--- src/rtl/alarm_timer_pkg.sv ---
// Shared types and constants for the alarm interval timer and its parameter block.
package alarm_timer_pkg;

  localparam int unsigned INTV_W = 2;
  localparam int unsigned DLY_W  = 4;

  typedef enum logic [1:0] {
    IDLE    = 2'd0,
    LOAD    = 2'd1,
    COUNT   = 2'd2,
    EXPIRED = 2'd3
  } timer_state_t;

  localparam logic [INTV_W-1:0] INTV_ARM       = 2'b00;
  localparam logic [INTV_W-1:0] INTV_DRIVER    = 2'b01;
  localparam logic [INTV_W-1:0] INTV_PASSENGER = 2'b10;
  localparam logic [INTV_W-1:0] INTV_ALARM     = 2'b11;

  localparam logic [DLY_W-1:0] DLY_ARM       = 4'd6;
  localparam logic [DLY_W-1:0] DLY_DRIVER    = 4'd8;
  localparam logic [DLY_W-1:0] DLY_PASSENGER = 4'd15;
  localparam logic [DLY_W-1:0] DLY_ALARM     = 4'd10;

  // Factory delay for an interval code, as the parameter block resets to.
  function automatic logic [DLY_W-1:0] default_delay(input logic [INTV_W-1:0] intv);
    logic [DLY_W-1:0] d;
    d = DLY_ARM;
    case (intv)
      INTV_ARM:       d = DLY_ARM;
      INTV_DRIVER:    d = DLY_DRIVER;
      INTV_PASSENGER: d = DLY_PASSENGER;
      INTV_ALARM:     d = DLY_ALARM;
      default:        d = DLY_ARM;
    endcase
    return d;
  endfunction

endpackage

--- src/rtl/sec_prescaler.sv ---
// One-second prescaler: counts 0..CLK_FREQ_HZ-1 while enabled, clear has priority.
module sec_prescaler #(
  parameter int unsigned CLK_FREQ_HZ = 50_000_000,
  parameter int unsigned PRESC_W     = $clog2(CLK_FREQ_HZ)
) (
  input  logic clk,
  input  logic resetN,
  input  logic i_clr,
  input  logic i_en,
  output logic o_wrap_c
);

  localparam logic [PRESC_W-1:0] CNT_MAX = PRESC_W'(CLK_FREQ_HZ - 1);

  logic [PRESC_W-1:0] r_cnt;

  always_ff @(posedge clk or negedge resetN) begin
    if (!resetN) begin
      r_cnt <= '0;
    end else if (i_clr) begin
      r_cnt <= '0;
    end else if (i_en) begin
      if (r_cnt == CNT_MAX) begin
        r_cnt <= '0;
      end else begin
        r_cnt <= r_cnt + PRESC_W'(1);
      end
    end
  end

  assign o_wrap_c = i_en && !i_clr && (r_cnt == CNT_MAX);

endmodule

--- src/rtl/alarm_interval_timer.sv ---
// Countdown timer for the car-alarm FSM: selects an interval, loads its delay, counts whole seconds.
// Optional TIMER_PAUSE_EN adds a pause input that freezes the countdown while in COUNT.
module alarm_interval_timer
  import alarm_timer_pkg::*;
#(
  parameter int unsigned CLK_FREQ_HZ = 50_000_000,
  parameter int unsigned PRESC_W     = $clog2(CLK_FREQ_HZ)
) (
  input  logic              clk,
  input  logic              resetN,
  input  logic              startTimer,
  input  logic [INTV_W-1:0] intervalSel,
  input  logic [DLY_W-1:0]  value,
  output logic [INTV_W-1:0] interval,
  output logic              expired,
  output logic              busy,
  output logic [DLY_W-1:0]  remaining,
  output logic              secTick
`ifdef TIMER_PAUSE_EN
  ,
  input  logic              pause
`endif
);

  timer_state_t      r_state;
  timer_state_t      w_state_nxt;
  logic [INTV_W-1:0] r_interval;
  logic [INTV_W-1:0] w_interval_nxt;
  logic [DLY_W-1:0]  r_remaining;
  logic [DLY_W-1:0]  w_remaining_nxt;
  logic              r_expired;
  logic              w_expired_nxt;
  logic              r_busy;
  logic              w_busy_nxt;
  logic              r_sec_tick;
  logic              w_sec_tick_nxt;
  logic              w_pause;
  logic              w_presc_clr;
  logic              w_presc_en;
  logic              w_wrap;

`ifdef TIMER_PAUSE_EN
  assign w_pause = pause;
`else
  assign w_pause = 1'b0;
`endif

  // Prescaler only runs in COUNT; a restart request zeroes it so the first second is full.
  assign w_presc_clr = (r_state != COUNT) || startTimer;
  assign w_presc_en  = (r_state == COUNT) && !w_pause;

  sec_prescaler #(
    .CLK_FREQ_HZ (CLK_FREQ_HZ),
    .PRESC_W     (PRESC_W)
  ) u_sec_prescaler (
    .clk      (clk),
    .resetN   (resetN),
    .i_clr    (w_presc_clr),
    .i_en     (w_presc_en),
    .o_wrap_c (w_wrap)
  );

  // State and registered outputs.
  always_ff @(posedge clk or negedge resetN) begin
    if (!resetN) begin
      r_state     <= IDLE;
      r_interval  <= INTV_ARM;
      r_remaining <= '0;
      r_expired   <= 1'b0;
      r_busy      <= 1'b0;
      r_sec_tick  <= 1'b0;
    end else begin
      r_state     <= w_state_nxt;
      r_interval  <= w_interval_nxt;
      r_remaining <= w_remaining_nxt;
      r_expired   <= w_expired_nxt;
      r_busy      <= w_busy_nxt;
      r_sec_tick  <= w_sec_tick_nxt;
    end
  end

  // Next-state and next-output logic; a start request always wins over countdown events.
  always_comb begin
    w_state_nxt     = r_state;
    w_interval_nxt  = r_interval;
    w_remaining_nxt = r_remaining;
    w_expired_nxt   = 1'b0;
    w_sec_tick_nxt  = 1'b0;
    w_busy_nxt      = 1'b0;

    case (r_state)
      IDLE: begin
        if (startTimer) begin
          w_interval_nxt = intervalSel;
          w_state_nxt    = LOAD;
        end
      end
      LOAD: begin
        if (startTimer) begin
          w_interval_nxt = intervalSel;
          w_state_nxt    = LOAD;
        end else begin
          w_remaining_nxt = value;
          if (value == '0) begin
            w_state_nxt   = EXPIRED;
            w_expired_nxt = 1'b1;
          end else begin
            w_state_nxt = COUNT;
          end
        end
      end
      COUNT: begin
        if (startTimer) begin
          w_interval_nxt = intervalSel;
          w_state_nxt    = LOAD;
        end else if (w_wrap) begin
          w_sec_tick_nxt = 1'b1;
          if (r_remaining <= DLY_W'(1)) begin
            w_remaining_nxt = '0;
            w_state_nxt     = EXPIRED;
            w_expired_nxt   = 1'b1;
          end else begin
            w_remaining_nxt = r_remaining - DLY_W'(1);
          end
        end
      end
      EXPIRED: begin
        if (startTimer) begin
          w_interval_nxt = intervalSel;
          w_state_nxt    = LOAD;
        end else begin
          w_state_nxt = IDLE;
        end
      end
      default: begin
        w_state_nxt = IDLE;
      end
    endcase

    w_busy_nxt = (w_state_nxt == LOAD) || (w_state_nxt == COUNT);
  end

  assign interval  = r_interval;
  assign expired   = r_expired;
  assign busy      = r_busy;
  assign remaining = r_remaining;
  assign secTick   = r_sec_tick;

endmodule

--- config.mk ---
export PLATFORM = sky130hd
export DESIGN_NAME = alarm_interval_timer
export DESIGN_NICKNAME = d
export VERILOG_FILES = /design/src/rtl/alarm_timer_pkg.sv /design/src/rtl/sec_prescaler.sv /design/src/rtl/alarm_interval_timer.sv
export SDC_FILE = /design/constraint.sdc
export NUM_CORES = 1
export LEC_CHECK = 0
export BUFFER_PORTS_ARGS = -buffer_cell sky130_fd_sc_hd__buf_2
export CELL_PAD_IN_SITES_DETAIL_PLACEMENT = 0
export CELL_PAD_IN_SITES_GLOBAL_PLACEMENT = 1
export CORE_ASPECT_RATIO = 1.4
export CORE_UTILIZATION = 41
export CTS_CLUSTER_SIZE = 14
export DETAILED_ROUTE_END_ITERATION = 6
export PLACE_DENSITY = 0.76
export SLEW_MARGIN = 20
export SYNTH_ARGS = -nofsm -noshare
export SYNTH_HDL_FRONTEND = slang
export SYNTH_SLANG_ARGS = --single-unit
--- constraint.sdc ---
create_clock -name clk -period 2.2 [get_ports clk]
set_input_delay 0.11 -clock clk [delete_from_list [all_inputs] [get_ports clk]]
set_output_delay 0.11 -clock clk [all_outputs]
set_load 0.01 [all_outputs]
[Word-level counts from Yosys, hierarchy flattened]
Cells that the tools add are included.
Cells by class
  add/sub/neg operators: 2
  multipliers: 0
  divide/modulo/power cells: 0
  magnitude comparators: 1
  eq/ne operators: 11
  shift operators: 0
  multiplexer cells: 27
  bitwise operators: 0
  reduce and logical (&&, ||, !) cells: 11
Operators by type and width (count)
  26-bit 2-to-1 mux: 3
  26-bit by 1-bit adder with 26-bit output, second input constant: 1
  26-bit equality test, second input constant: 1
  4-bit 2-to-1 mux: 4
  2-bit 2-to-1 mux: 7
  1-bit 2-to-1 mux: 10
  2-bit inequality test, second input constant: 4
  2-bit case mux with 4 select lines: 1
  4-bit case mux with 2 select lines: 1
  2-bit equality test, second input constant: 3
  2-bit by 1-bit equality test with 1-bit output, second input constant: 2
  4-bit by 1-bit less-or-equal comparator with 1-bit output, second input constant: 1
  4-bit zero test: 1
  4-bit AND reduction: 1
  2-bit nonzero test: 2
  4-bit OR reduction: 1
  4-bit by 1-bit subtractor with 4-bit output, second input constant: 1
  1-bit logical AND: 2
  2-bit zero test: 1
  1-bit logical OR: 2
  2-bit by 1-bit inequality test with 1-bit output, second input constant: 1
  1-bit case mux with 2 select lines: 1
  1-bit zero test: 1
Storage, ports and cells
  register bits: 37
  latch bits: 0
  memory bits (writable): 0
  bits in read-only memories: 0
  input bits: 9
  output and inout bits: 9
  word-level logic and storage cells: 59
  memories kept: 0

[Longest topological paths before layout]
Gate-level depths: netlist of the first run.
  depth in word-level cells: 10
  mapped depth: 7
  gate-level depth less buffers: 6

[Hierarchy]
From an unflattened synthesis of the first run, not the netlist that was laid out.
Second synthesis, totals
  cells, all modules: 260
  area total of the unflattened synthesis: 2388.5 um^2
By module, submodules not included
  sec_prescaler: times used 1, cells each 195, area each 1667.8 um^2, seq. area each 650.6 um^2
  alarm_interval_timer: times used 1, cells each 65, area each 720.7 um^2, seq. area each 275.3 um^2

[Worst setup path before layout of the first run]
Ideal clock, no wire load.
  path kind: register to register
  start point: register u_sec_prescaler.r_cnt[18]
  end point: register u_sec_prescaler.r_cnt[22]
  data arrival time: 2.059 ns
  data required time: 2.070 ns
  path slack: 0.011 ns
  cell stages (with the launch flop): 7
  path buffers: 2
  cells stage by stage: dfrtp_1 or4_1 or4_1 buf_2 o311ai_4 buf_6 a21oi_1
Between the ends
  word-level cells in the longest chain between the ends: 4
  elaborated cells between the ends (all ways): 5
  classes of those cells: add/sub (1); eq/ne (1); mux (3)
RTL lines
  from (decl): line sec_prescaler.sv:15  | logic [PRESC_W-1:0] r_cnt;
  from (signal assigned): line sec_prescaler.sv:26  | r_cnt <= r_cnt + PRESC_W'(1);
  26-bit by 1-bit adder with 26-bit output or 26-bit equality test (tied branches): line sec_prescaler.sv:26, sec_prescaler.sv:23
  26-bit 2-to-1 mux (*): line sec_prescaler.sv:23  | if (r_cnt == CNT_MAX) begin
  26-bit 2-to-1 mux (*): line sec_prescaler.sv:22  | end else if (i_en) begin
  26-bit 2-to-1 mux (*): line sec_prescaler.sv:20  | end else if (i_clr) begin
Every way passes the cells marked *; elsewhere a longest branch is shown, timed or not. The select of a mux whose other input is x is not followed.
A chain may end at the register's enable or synchronous reset.

[Worst setup path after layout of the first run]
  start point: register u_sec_prescaler.r_cnt[18]
  end point: register r_remaining[2], in the netlist remaining[2]
Between the ends
  word-level cells in the longest chain between the ends: 4
RTL lines
  26-bit equality test: line sec_prescaler.sv:31  | assign o_wrap_c = i_en && !i_clr && (r_cnt == CNT_MAX);
  1-bit logical AND: line sec_prescaler.sv:31
  2-bit inequality test (no line)
  4-bit AND reduction (no line)
  to (signal assigned): line alarm_interval_timer.sv:75  | r_remaining <= w_remaining_nxt;
  to (decl): line alarm_interval_timer.sv:29  | logic [DLY_W-1:0] r_remaining;
Every way passes these cells.

==> qor.yml, run 1 <==
status: "finished, final reports clean"
whs_path_depth: 2
r2r_slack_ns: 0.03
hpwl_um: 3330
cts_buffers: 5
finalCriticalPeriod_ns: 2.17
finalNetCount: 264
fmax_mhz: 461
grt_use_total_pct: 20.3
p_leak_uw: 0.00101
crit-reg2reg-launch: "u_sec_prescaler.r_cnt[18]"
grt_pass1_wl_um: 7990
path_delay_family: "simple AND/OR/NAND/NOR gates"
required_ns: 2.41
num-fill-cells: 508
setup_ws_ns: 0.0323
first_iter_violations: 51
drt-pass1-iter-count: 6
diodes: 0
io_pins: 18
synth_area_leaders: "dfrtp_1 45%, ha_1 4.3%, xor2_1 4.3%"
drt_wl_total_um: 4580
drc_errors: 0
yosys.area.top_type: "dfrtp_1"
fin_crit_sh_pct: 98.5
skew_ns: 0.00567
rsz0062_at_grt: "true"
slowest_stage: "or4_4"
syn_to_final_growth_pct: 19.1
grt_max_degree: 38
ir_worst_vdd_uv: 512
clock-sinks: 37
hold_viol: 0
worstMarginPinSlew_ns: 0.816
cts_tree: "done"
synth_top_cell_area_share_pct: 45.3
die_y_um: 85.5
crit_fanout: 5
crit_top_cell: "or4_4"
finish.utilization_pct: 50.6
ys_types: 37
place_ws_ns: -0.0836
maxCapViolations: 0
hp-class: "input pin to flop"
grt_pass1_vias: 1723
power_density_nw_per_um2: 760
slew_headroom_pct: 45.6
syn_area_um2: 2040
portBuffers: 17
synthCells: 210
gp_congestion: 0.755
hold_start: "intervalSel[1]"
row_count: 30
cp_data_arrival_time_ns: 2.37
vias_per_cell: 5.50
cts_max_level: 2
rr_worst_depth: 4
drive_gt1_share_pct: 21.0
crit_chain: "or4_1 -> or4_4 -> or4_4 -> a22oi_2"
cp.buffers_inverters: 0
clk_path_buf_depth: 2
ant_nets: 0
synth-seq-cells: 37
core_area_um2: 4800
vias: 1715
seq_area_frac_synth_pct: 45.3
reg2reg_to: "remaining[2]"
slowest_delay_ns: 0.53
synth_area_per_cell_um2: 9.72
initial_utilization_pct: 42.5
finalSetupViolCount: 0
dieArea_um2: 5270
clk_pin_slew_worst_paths_ns: 0.07
die-width_um: 61.6
wl_per_cell_um: 14.7
ys_warn_count: 0
post-cts-setup-buffers: 0
cts_root_buf: "clkbuf_8"
critPathLaunchType: "flop"
syn_nets: 226
grt-ovfl-total: 0
worstHoldEndpoint: "interval[1]"
endpoint_kind: "flop"
worst_skew_pair.late_latency_ns: 0.29
antenna_found_initial: 0
slew_viol_final: 0
critPathKind: "flop to flop"
==> metrics by stage <==
stage,instance area [µm²],total power (µW),hold slack [ns],std cells,setup TNS [ns]
floorplan,2040,1180,-0.186,210,0
global placement,2320,1370,0.258,304,-0.0618
detailed placement,2320,1370,0.263,304,-0.545
CTS,2420,1860,0.0443,312,0
global route,2430,1980,0.0475,312,-0.0919
finish,2430,1850,0.0482,312,0
==> synthesized netlist by cell type (all sizes together) <==
master and count:
dfrtp 37, nor2 17, a21oi 15, inv 11
nand2 11, nand3 11, nand4 11, o21ai 11
or3 10, xor2 10, or4 9, ha 7
and4 6, o31ai 5, mux2 4, nor3 4
nor4 4, and2 3, and3 3, buf 3
xnor2 3, clkbuf 2, o22ai 2, a21boi 1
a221oi 1, a22oi 1, a32oi 1, and4b 1
nor2b 1, o211ai 1, o21a 1, o21ba 1
o311a 1, o311ai 1
==> final cells by class <==
cell class	count	area [µm²]	area share, %
clock buffer	7	86.3	3.55
timing repair buffer	36	246	10.1
inverter	11	41.3	1.70
multi-input combinational	157	1050	43.3
tap	64	80.1	3.29
sequential	37	926	38.1
==> cell families after synthesis <==
group / count (synthesis) / synth area share [%]
AO/OA/AOI/OAI: 42 / 13.7
XOR/XNOR: 13 / 5.58
adder cells (fa/ha/maj): 7 / 4.29
buffers and inverters: 16 / 3.74
flip-flops: 37 / 45.3
multiplexers: 4 / 2.21
AND/OR/NAND/NOR: 91 / 25.2
==> worst max-delay path by stage <==
stage,startpoint,endpoint,slack [ns],depth (start not counted)
global route,u_sec_prescaler.r_cnt[18],remaining[0],-0.03,4
detailed placement,u_sec_prescaler.r_cnt[18],r_state[0],-0.08,5
finish,u_sec_prescaler.r_cnt[18],remaining[2],0.03,4
floorplan,u_sec_prescaler.r_cnt[18],u_sec_prescaler.r_cnt[22],0.01,6
global placement,u_sec_prescaler.r_cnt[18],r_state[0],-0.03,5
CTS,u_sec_prescaler.r_cnt[18],r_state[0],0.003,5
==> report_power, final <==
| group | internal (µW) | switching, µW | total [µW] | leakage, µW |
|---|---|---|---|---|
| combinational | 230 | 303 | 533 | 0.000469 |
| sequential | 750 | 79.5 | 829 | 0.000500 |
| clock | 249 | 237 | 486 | 0.0000443 |
==> sequential cells by signal (all words and copies together), names as in the netlist <==
name,count
interval,2
remaining,4
busy,1
u_sec_prescaler.r_cnt,26
expired,1
r_state,2
secTick,1
==> metal layers <==
| metal | vias to the layer above | global-route usage, % | share of wire, % |
|---|---|---|---|
| li1 | 854 | - | - |
| met1 | 831 | 26.7 | 44 |
| met2 | 25 | 32.7 | 52 |
| met3 | 5 | 3.47 | 2.6 |
| met4 | 0 | 7.47 | 1.4 |
| met5 | - | 0 | 0 |
==> layout by cell type, fill, tap and decap left out, types with 5 or more instances in the layout <==
cell type	n
or4_1	7
and4_1	6
ha_1	7
clkbuf_8	6
nand2_1	11
xor2_1	10
buf_4	16
nor2_1	17
o21ai_0	9
o31ai_1	5
buf_2	17
or3_1	9
nand3_1	11
dfrtp_1	37
inv_1	11
nand4_1	11
a21oi_1	15
==> repair_timing <==
action | CTS | global route
resized for setup | 1 | 4
endpoints found under the hold margin | 37 | 0
setup endpoints to repair | 26 | 6
hold buffers | 1 | 0
Power figures use the tool's default switching activity.
==> inputs of run 2 (changes only) <==
--- a/config.mk
+++ b/config.mk
@@ -5,14 +5,15 @@
 export SDC_FILE = /design/constraint.sdc
 export NUM_CORES = 1
 export LEC_CHECK = 0
+export ABC_AREA = 1
 export BUFFER_PORTS_ARGS = -buffer_cell sky130_fd_sc_hd__buf_2
 export CELL_PAD_IN_SITES_DETAIL_PLACEMENT = 0
 export CELL_PAD_IN_SITES_GLOBAL_PLACEMENT = 1
 export CORE_ASPECT_RATIO = 1.4
-export CORE_UTILIZATION = 41
+export CORE_UTILIZATION = 40
 export CTS_CLUSTER_SIZE = 14
 export DETAILED_ROUTE_END_ITERATION = 6
-export PLACE_DENSITY = 0.76
+export PLACE_DENSITY = 0.78
 export SLEW_MARGIN = 20
 export SYNTH_ARGS = -nofsm -noshare
 export SYNTH_HDL_FRONTEND = slang
==> run 2 against run 1 <==
Compared with the run above:
- clock skew is 0.0011 ns lower
- largest power group unchanged
- cell area is 4.4% higher
- power is 8.7% higher
- die area is 12% higher
- clock power is 29% higher
- critical path type unchanged
- critical endpoint is now busy
==> qor.yml, run 2 <==
status: "finished, final reports clean"
synthMostInstantiatedCell: "nand2_1"
wl_per_cell_um: 13.4  # -8.4%
fin_crit_sh_pct: 83.2  # -15 points
grt_use_total_pct: 20.2  # -0.057 points
synth-main-ff-cell: "dfrtp_1"
num-fill-cells: 567  # +12%
first_iter_violations: 86  # +69%
ys_types: 33  # -11%
seq_area_frac_synth_pct: 41.3  # -4.1 points
io_pins: 18  # unchanged
power_density_nw_per_um2: 791  # +4.1%
synthCells: 296  # +41%
die-width_um: 65.3  # +5.9%
syn_area_um2: 2240  # +9.9%
clock-sinks: 37  # unchanged
syn_nets: 312  # +38%
drt_wl_total_um: 5200  # +14%
vias: 1955  # +14%
synth_common_cells: "62 x nand2_1, 49 x nor2_1, 40 x inv_1, 37 x dfrtp_1, 16 x nand3_1"
ant_nets: 0  # unchanged
critPathKind: "flop to flop"
drt-pass1-iter-count: 4  # -2
slew_headroom_pct: 44.5  # -1.0 points
synth_top_cell_area_share_pct: 41.3  # -4.1 points
largest_reg_flops: 26  # unchanged
grt-ovfl-total: 0  # unchanged
p_leak_uw: 0.00113  # +11%
synth_area_per_cell_um2: 7.58  # -22%
synth-seq-cells: 37  # unchanged
grt_pass1_vias: 2027  # +18%
met2_length_um: 2850  # +21%
finalSetupViolCount: 0  # unchanged
drive_gt1_share_pct: 16.5  # -4.5 points
worst_skew_pair.late_latency_ns: 0.29  # about the same
critPathLaunchType: "flop"
cts_tree: "done"
seq_area_um2: 926  # unchanged
topRoutingLayerUsed: "met4"
maxCapViolations: 0  # unchanged
multi_input_area_um2: 1140  # +8.0%
ir_worst_vdd_uv: 463  # -9.5%
yosys.area.top_type: "dfrtp_1"
hpwl_um: 4090  # +23%
row_count: 31  # +3.3%
timing.hold.ws_ns: 0.0460  # -0.00218 ns
fin_tns_setup_ns: 0  # unchanged
clk_path_buf_depth: 2  # unchanged
die_y_um: 90.6  # +6.0%
diodes: 0  # unchanged
wl_met3_um: 91  # -22%
finalPower_uw: 2010  # +8.7%
cp_data_arrival_time_ns: 2.02  # -0.35 ns
fmax_mhz: 546  # +18%
rsz0062_at_grt: "false"
cts_root_buf: "clkbuf_8"
regMostFlops: "u_sec_prescaler.r_cnt"
grt_pass1_wl_um: 9230  # +15%
crit_fanout: 8  # +3
ctsHoldBuffers: 1  # unchanged
gp_congestion: 0.831  # +10%
hold_viol: 0  # unchanged
synth_area_leaders: "dfrtp_1 41%, nand2_1 10%, nor2_1 8.2%"
ys_warn_count: 0  # unchanged
slew_viol_final: 0  # unchanged
cts_max_level: 2  # unchanged
hp-class: "input pin to flop"
vias_per_cell: 5.05  # -8.1%
synthArstFlopShare_pct: 100  # unchanged
worstMarginPinSlew_ns: 0.832  # +0.0156 ns
portBuffers: 17  # unchanged
met1_length_um: 2140  # +5.0%
required_ns: 2.39  # -0.02 ns
post-cts-setup-buffers: 0  # unchanged
syn_to_final_growth_pct: 13.2
layout_commonest_cell: "nand2_1"
initial_utilization_pct: 42.5  # about the same
skew_ns: 0.00452  # -0.00115 ns
antenna_found_initial: 0  # unchanged
finalNetCount: 336  # +27%
cts_buffers: 5  # unchanged
cts_resized: 0  # -1
grt_max_degree: 38  # unchanged
finalCriticalPeriod_ns: 1.83  # -0.337 ns
core_area_um2: 5280  # +9.8%
layout_common_cells: "62 x nand2_1, 49 x nor2_1, 40 x inv_1"
endpoint_kind: "flop"
synth_edf_count: 0  # unchanged
dieArea_um2: 5920  # +12%
drc_errors: 0  # unchanged
clk_pin_slew_worst_paths_ns: 0.08  # about the same
-- run 2: cell count changes after synthesis, moves of 6 or more --
cell and change:
nand2_1 +51, nor2_1 +32, inv_1 +29, or3_1 -10
or4_1 -8, a21oi_1 -6, and4_1 -6, inv_2 +6
nor3_1 +6, xor2_1 -6
-- run 2: critical path, cell delays in order (launching register included) --
cell and delay (ns):
dfrtp_1 0.42, inv_1 0.09, ha_1 0.34, inv_1 0.09
nor2_1 0.19, nand4_1 0.18, nand2_1 0.09, nand2_1 0.05
nand2_1 0.09, nand2_1 0.07, nand2_1 0.06, nand2_1 0.05
-- run 2: power by group --
group	switching [µW]	leakage, µW	internal (µW)	total [µW]
clock network	259	0.0000574	369	628
logic	349	0.000568	224	573
registers	54.8	0.000501	753	808
total	663	0.00113	1350	2010
-- run 2: area by class of cell --
type / count / share of cell area [%]
Clock buffer: 6 / 3.25
Clock inverter: 2 / 1.48
Inverter: 46 / 6.80
Multi-Input combinational cell: 211 / 44.7
Sequential cell: 37 / 36.5
Tap cell: 66 / 3.25
Timing Repair Buffer: 19 / 4.04
-- run 2: layer usage --
layer | track usage [%] | up-vias
met5 | 0 | -
met1 | 22.5 | 928
met2 | 37.1 | 26
met4 | 7.97 | 0
li1 | - | 991
met3 | 3.03 | 10
-- run 2: cells by family (layout without fill, tap and decap cells) --
| logic type | Yosys count | after routing | synth area share, % |
|---|---|---|---|
| compound gates | 30 | 30 | 7.70 |
| xor+xnor | 7 | 7 | 2.73 |
| fa+ha+maj | 7 | 7 | 3.90 |
| buf+inv | 48 | 73 | 8.09 |
| flops | 37 | 37 | 41.3 |
| mux | 2 | 2 | 1.00 |
| simple gates | 165 | 165 | 35.3 |
-- run 2: final timing paths --
| path | from | endpoint | slack, ns | cells past startpoint |
|---|---|---|---|---|
| max in group asynchronous | resetN | u_sec_prescaler.r_cnt[25] | 1.23 | 2 |
| worst max register to register | r_state[0] | busy | 0.37 | 11 |
| worst min register to register | u_sec_prescaler.r_cnt[0] | u_sec_prescaler.r_cnt[0] | 0.48 | 1 |
| min in group asynchronous | resetN | u_sec_prescaler.r_cnt[10] | 0.45 | 2 |
| worst max-delay path | r_state[0] | busy | 0.37 | 11 |
| worst min-delay path | intervalSel[0] | interval[0] | 0.05 | 2 |
-- run 2: per-stage QoR --
| stage | std cells | util (%) | instance area (µm²) | setup WS (ns) |
|---|---|---|---|---|
| 2_1_floorplan | 296 | - | 2240 | 0.622 |
| 3_3_place_gp | 378 | 45.7 | 2410 | 0.362 |
| 3_5_place_dp | 378 | 45.7 | 2410 | 0.385 |
| 4_1_cts | 387 | 48.1 | 2540 | 0.361 |
| 5_1_grt | 387 | 48.1 | 2540 | 0.135 |
| 6_report | 387 | 48.1 | 2540 | 0.369 |
